`config.mk`:
```
export PLATFORM = sky130hd
export DESIGN_NAME = seg7_display_sched
export DESIGN_NICKNAME = d
export VERILOG_FILES = /design/src/rtl/seg7_display_sched.sv
export SDC_FILE = /design/constraint.sdc
export NUM_CORES = 1
export LEC_CHECK = 0
export CAP_MARGIN = 10
export CORE_UTILIZATION = 57
export CTS_CLUSTER_DIAMETER = 40
export DETAILED_ROUTE_END_ITERATION = 6
export MAX_ROUTING_LAYER = met4
export PLACE_DENSITY = 0.89
export SYNTH_ARGS = -nofsm -noshare
export SYNTH_HDL_FRONTEND = slang
export SYNTH_SLANG_ARGS = --single-unit
```
`constraint.sdc`:
```
create_clock -name clk -period 2.75 [get_ports clk]
set_clock_uncertainty 0.2 [all_clocks]
set_input_delay 0.4125 -clock clk [delete_from_list [all_inputs] [get_ports clk]]
set_output_delay 0.4125 -clock clk [all_outputs]
set_load 0.05 [all_outputs]
```
`src/rtl/seg7_display_sched.sv`:
```
// Sequences the shared 4-digit seven-segment driver between op-code display,
// countdown timer and error flash; owns hold, tick and blink timing.
module seg7_display_sched #(
    parameter int TICK_DIV      = 100_000_000,
    parameter int BLINK_DIV     = 25_000_000,
    parameter int ERR_BLINKS    = 3,
    parameter int OP_HOLD_TICKS = 2
) (
    input  logic       clk,
    input  logic       rst,
    input  logic       op_req,
    input  logic [2:0] op_code,
    input  logic       cd_start,
    input  logic [3:0] cd_init,
    input  logic       cd_abort,
    input  logic       err_req,
    output logic       busy,
    output logic       cd_done,
    output logic       disp_en,
    output logic       disp_mode,
    output logic [2:0] disp_op_code,
    output logic [3:0] disp_digit
);

    typedef enum logic [1:0] {IDLE, OP, CD, ERR} state_t;

    localparam int MAX_DIV   = (TICK_DIV > BLINK_DIV) ? TICK_DIV : BLINK_DIV;
    localparam int CW        = $clog2(MAX_DIV) + 1;
    localparam int MAX_PHASE = (OP_HOLD_TICKS > 2 * ERR_BLINKS) ? OP_HOLD_TICKS : 2 * ERR_BLINKS;
    localparam int PW        = $clog2(MAX_PHASE) + 1;

    localparam logic [CW-1:0] TICK_LAST  = CW'(TICK_DIV - 1);
    localparam logic [CW-1:0] BLINK_LAST = CW'(BLINK_DIV - 1);
    localparam logic [PW-1:0] HOLD_LAST  = PW'(OP_HOLD_TICKS - 1);
    localparam logic [PW-1:0] HALF_LAST  = PW'(2 * ERR_BLINKS - 1);

    localparam logic [2:0] ERR_SYMBOL = 3'd7;

    state_t        state;
    logic [CW-1:0] cyc_cnt;    // tick counter in OP/CD, blink counter in ERR
    logic [PW-1:0] phase_cnt;  // elapsed ticks in OP, elapsed half-periods in ERR

    logic tick;
    logic blink;

    assign tick  = (cyc_cnt == TICK_LAST);
    assign blink = (cyc_cnt == BLINK_LAST);

    // NOTE: every output is a register written in this one block with <=, so
    // all of them change together on the same edge as the state they describe.
    always_ff @(posedge clk) begin
        // NOTE: reset is synchronous and clears counters as well as outputs,
        // so a reset mid-countdown can never leave a pending cd_done behind.
        if (rst) begin
            state        <= IDLE;
            cyc_cnt      <= '0;
            phase_cnt    <= '0;
            busy         <= 1'b0;
            cd_done      <= 1'b0;
            disp_en      <= 1'b0;
            disp_mode    <= 1'b0;
            disp_op_code <= 3'd0;
            disp_digit   <= 4'd0;
        end else begin
            cd_done <= 1'b0;

            if (err_req) begin
                state        <= ERR;
                cyc_cnt      <= '0;
                phase_cnt    <= '0;
                busy         <= 1'b1;
                disp_en      <= 1'b1;
                disp_mode    <= 1'b0;
                disp_op_code <= ERR_SYMBOL;
                disp_digit   <= 4'd0;
            end else if (cd_start && state != ERR) begin
                state        <= CD;
                cyc_cnt      <= '0;
                phase_cnt    <= '0;
                busy         <= 1'b1;
                disp_en      <= 1'b1;
                disp_mode    <= 1'b1;
                disp_op_code <= 3'd0;
                disp_digit   <= cd_init;
            end else if (op_req && (state == IDLE || state == OP)) begin
                state        <= OP;
                cyc_cnt      <= '0;
                phase_cnt    <= '0;
                busy         <= 1'b1;
                disp_en      <= 1'b1;
                disp_mode    <= 1'b0;
                disp_op_code <= op_code;
                disp_digit   <= 4'd0;
            end else if (cd_abort && state == CD) begin
                state        <= IDLE;
                cyc_cnt      <= '0;
                busy         <= 1'b0;
                disp_en      <= 1'b0;
                disp_mode    <= 1'b0;
                disp_digit   <= 4'd0;
            end else begin
                case (state)
                    OP: begin
                        if (!tick) begin
                            cyc_cnt <= cyc_cnt + CW'(1);
                        end else begin
                            cyc_cnt <= '0;
                            if (phase_cnt == HOLD_LAST) begin
                                state        <= IDLE;
                                phase_cnt    <= '0;
                                busy         <= 1'b0;
                                disp_en      <= 1'b0;
                                disp_op_code <= 3'd0;
                            end else begin
                                phase_cnt <= phase_cnt + PW'(1);
                            end
                        end
                    end
                    CD: begin
                        if (!tick) begin
                            cyc_cnt <= cyc_cnt + CW'(1);
                        end else begin
                            cyc_cnt <= '0;
                            if (disp_digit == 4'd0) begin
                                state     <= IDLE;
                                cd_done   <= 1'b1;
                                busy      <= 1'b0;
                                disp_en   <= 1'b0;
                                disp_mode <= 1'b0;
                            end else begin
                                disp_digit <= disp_digit - 4'd1;
                            end
                        end
                    end
                    ERR: begin
                        if (!blink) begin
                            cyc_cnt <= cyc_cnt + CW'(1);
                        end else begin
                            cyc_cnt <= '0;
                            if (phase_cnt == HALF_LAST) begin
                                state        <= IDLE;
                                phase_cnt    <= '0;
                                busy         <= 1'b0;
                                disp_en      <= 1'b0;
                                disp_op_code <= 3'd0;
                            end else begin
                                phase_cnt <= phase_cnt + PW'(1);
                                disp_en   <= ~disp_en;
                            end
                        end
                    end
                    default: begin
                        cyc_cnt   <= '0;
                        phase_cnt <= '0;
                    end
                endcase
            end
        end
    end

endmodule
```
Word level (Yosys, flattened, before mapping)
Cells that the tools add are included. Widths: inputs -> output; s select.

Add/sub/neg operators: 3. Equal/unequal tests: 22. Muxes and demuxes: 57. Bitwise gates (word level): 4. Reductions and logical operators: 22.

Operator list (number): $mux 28 (2); $pmux 28 s2 (1); $mux 4 (10); $add 28x1->28 const B (1); $eq 28x25->1 const B (1); $eq 28x27->1 const B (1); $mux 3 (8); $mux 1 (21); $mux 2 (10); $ne 6x4->1 const B (2); $ne 6x6->1 const B (2); $pmux 4 s3 (1); $reduce_and 6->1 (2); $reduce_bool 4->1 (3); $ne 5x5->1 const B (2); $ne 4x4->1 const B (2); $reduce_and 7->1 (1); $reduce_bool 7->1 (1); $reduce_or 7->1 (1); $ne 2x2->1 const B (3); $ne 6x3->1 const B (1); $ne 6x5->1 const B (1); $pmux 1 s3 (2); $pmux 2 s3 (1); other kinds (20) (28).

Register bits after elaboration: 45. Bits of input ports: 13. Output and inout bits: 11.

Depth between registers and ports, before layout
Word-level depth: 8. Gate-level depth with buffers: 10.

Worst setup path before layout
OpenSTA, ideal clock, no wires.

Path kind: reg2reg. From: register state[1]. To: register cyc_cnt[17]. Library setup time: 0.064 ns. Arrival: 2.287 ns. Required time: 2.486 ns. Slack: 0.198 ns. Stages on the path, launching flop included: 11. Path buffers: 3. Period minus slack after synthesis: 2.552 ns. Path through: dfxtp_1 -> inv_1 -> ha_1 -> clkbuf_1 -> o21ai_1 -> nor3b_4 -> nand2b_1 -> a2111o_1 -> buf_2 -> buf_6 -> nor2_1.

Longest elaborated chain between the ends: 4. Elaborated cells on any way between the ends: 12. Classes of those cells: 4 x eq/ne; 1 x mux; 7 x reduce/logical.

Ends and longest elaborated chain: start, declared (line 39) `state_t state;`; start signal, assigned (line 55) `state <= IDLE;`; start signal, assigned (line 68) `state <= ERR;`; start signal, assigned (line 77) `state <= CD;`; $eq 2x1->1 or $logic_not 2->1 (tied branches) (line 85, 102); $logic_or 1x1->1 (line 85) `end else if (op_req && (state == IDLE || state == OP)) begin`; $logic_and 1x1->1 (line 85); $reduce_or 5->1 (no source line); end signal, assigned (line 105) `cyc_cnt <= cyc_cnt + CW'(1);`; end signal, assigned (line 121) `cyc_cnt <= cyc_cnt + CW'(1);`; end signal, assigned (line 137) `cyc_cnt <= cyc_cnt + CW'(1);`; end, declared (line 40) `logic [CW-1:0] cyc_cnt;`.

Several ways; a longest one is shown, not always the timed one. A chain may end at the register's enable or synchronous reset.

Final worst setup path
From: register state[1]. To: register cyc_cnt[7].

The elaborated chain is that of the path after synthesis.

==> results.py <==
metrics = {
    "worst_setup_path": {
        "crit_path_end": "cyc_cnt[7]",
        "path_class": "flip-flop to flip-flop",
        "r2r_slack_ns": 0.20,
        "ff2ff_path_depth": 8,
        "endpoint_kind": "flip-flop",
        "r2r_start": "state[1]",
        "reg2reg_to": "cyc_cnt[7]",
        "critPathMaxFanout": 28,
        "required_ns": 2.78,
        "cp.arrival_ns": 2.58,
        "cp-startpoint": "state[1]",
        "setup.worst_path.start_class": "flip-flop",
    },
    "synthesis": {
        "syn_inst": 295,
        "ys.flop_type": "dfxtp_1",
        "synth.most_common_cell": "nor2_1",
        "syn_area_per_cell_um2": 8.40,
        "synth_nets": 320,
        "synthArstFlopShare": 0,
        "yosys_register_bits": 45,
        "ys_top_cells_by_area": "dfxtp_1, nor2_1, ha_1",
        "synth.top_cells.by_count": "nor2_1, dfxtp_1, nand2_1, nand3_1, xor2_1",
        "synth_cell_types": 49,
        "synth_edf_count": 0,
        "yosys_warnings": 0,
        "synth_top_area_frac": 0.363,
        "yosysTopAreaCell": "dfxtp_1",
        "ys_seq_area_frac": 0.363,
        "synthesis.area_um2": 2480,
    },
    "placed_design": {
        "place_congestion": 1.01,
        "port_buffers": 23,
        "hpwl_mm": 4.10,
    },
    "clocking": {
        "cts-buffers-inserted": 5,
        "path_clk_slew_ns": 0.08,
        "cts_sinks": 45,
        "hold_buffers": 0,
        "h-tree-depth": 2,
        "clk_path_buf_depth": 2,
        "cts_resized": 0,
        "cts-root-buf": "clkbuf_8",
        "postCtsSetupRepairBufs": 0,
        "cts_tree": "yes",
        "clk-insertion-delay-late_ns": 0.30,
    },
    "detailed_routing": {
        "routed_wl_mm": 5.32,
        "drtPass1Iterations": 4,
        "drc": 0,
        "drt_iter0_drc": 112,
        "via_count": 2204,
        "via_per_inst": 5.83,
        "ant_nets": 0,
        "wl_per_cell_um": 14.1,
    },
    "sta": {
        "post-route-period-util": 0.927,
        "finalCriticalPeriod_ns": 2.55,
        "tns_ns": 0,
        "hold_viol": 0,
        "slew_violations": 0,
        "slew_headroom": 0.647,
        "rsz0062_at_grt": "false",
        "max_freq_mhz": 392,
        "worst_pin_slew_ns": 0.527,
        "hold_ws_ns": 0.279,
        "finalSetupViolCount": 0,
    },
    "pwr": {
        "vdd_drop_max_uv": 363,
        "p_leak_nw": 1.00,
        "power.density_nw_per_um2": 500,
    },
    "layout": {
        "final_nets": 352,
        "fill_cells": 315,
        "area_delta_synth_final_pct": 17.2,
        "n_antenna_cell": 0,
        "drive_gt1_frac": 0.0762,
    },
    "die": {
        "io-pin-count": 24,
        "start_util": 0.607,
        "die-area_um2": 4620,
        "core_um2": 4090,
        "die_h_um": 67.9,
        "num_rows": 23,
        "die_x_um": 67.9,
    },
    "global_routing": {
        "antenna_found_initial": 0,
        "grt-ovfl-total": 0,
        "grt_max_degree": 29,
        "grt.total_usage": 0.266,
        "grt_pass1_vias": 2039,
        "grt_pass1_wl_mm": 9.02,
    },
    "hold_path": {
        "hold_class": "flip-flop to flip-flop",
    },
    "flow_run": {
        "maxCapViolCount": 0,
    },
    "status": {
        "status": "finished, final reports clean",
    },
}
[worst min path at each step]
stage / slack [ns] / to / startpoint / cells after the start
after floorplan: 0.24 / cyc_cnt[0] / cyc_cnt[0] / 1
after CTS: 0.29 / cyc_cnt[0] / cyc_cnt[0] / 1
after global routing: 0.33 / disp_en / disp_en / 2
final: 0.28 / cyc_cnt[0] / cyc_cnt[0] / 1
after global placement: 0.25 / cyc_cnt[0] / cyc_cnt[0] / 1
after detailed placement: 0.27 / cyc_cnt[0] / cyc_cnt[0] / 1
[state kept, by name (all words and copies together) (netlist names)]
signal,flops
disp_mode,1
busy,1
disp_en,1
cyc_cnt,28
disp_op_code,3
cd_done,1
phase_cnt,4
disp_digit,4
state,2
[per-layer routing]
metal | global-route usage | part of all wire | up-vias
met1 | 0.317 | 0.45 | 1043
met5 | - | 0 | -
li1 | - | - | 1098
met4 | 0.0781 | 0.014 | 0
met2 | 0.447 | 0.49 | 53
met3 | 0.0550 | 0.048 | 10
[cell families (layout without fill, tap and decap cells)]
kind of cell,count (synthesis),count (layout),share of synthesized area
AND/OR/NAND/NOR,146,146,0.308
AO/OA/AOI/OAI,45,45,0.132
flip-flops,45,45,0.363
XOR/XNOR,26,26,0.0919
buffers and inverters,19,52,0.0358
adder cells (fa/ha/maj),12,12,0.0606
multiplexers,2,2,0.00808
[critical path: stages, from the launching register on]
cell      delay, ns
dfxtp_1        0.41
inv_1          0.12
ha_1           0.23
o21ai_1        0.20
nor3b_4        0.31
nand2b_1       0.20
a2111o_1       0.43
buf_4          0.23
nor2_1         0.15
[cell type report]
class,count,area [µm²],area share
clock buffer,7,96.3,0.0332
sequential,45,901,0.310
timing repair buffer,33,305,0.105
clock inverter,1,8.76,0.00302
multi-input combinational,231,1490,0.513
inverter,11,41.3,0.0142
tap,50,62.6,0.0215
[placed cells by master (no fill, tap or decap), drive strengths merged, types with 10 or more instances in the layout]
cell / count
nor2: 52
dfxtp: 45
clkdlybuf4s50: 23
nand2: 19
nand3: 17
xor2: 14
xnor2: 12
ha: 12
inv: 12
a21oi: 11
buf: 10
[through the flow]
step	utilization	power [mW]	instances	setup slack [ns]	area, µm²
final	0.711	1.45	378	0.200	2900
after global routing	0.711	1.52	378	0.0720	2900
after CTS	0.711	1.46	378	0.231	2900
after detailed placement	0.685	1.01	370	0.173	2800
after global placement	0.685	1.00	370	0.274	2800
after floorplan	-	0.912	295	0.199	2480
[power by group]
group | switching (mW) | internal [mW] | leakage [nW] | total, mW
logic | 0.182 | 0.128 | 0.583 | 0.310
registers | 0.0172 | 0.671 | 0.365 | 0.688
clock network | 0.223 | 0.232 | 0.0549 | 0.455
total | 0.422 | 1.03 | 1.00 | 1.45
(Power assumes the default switching activity.)
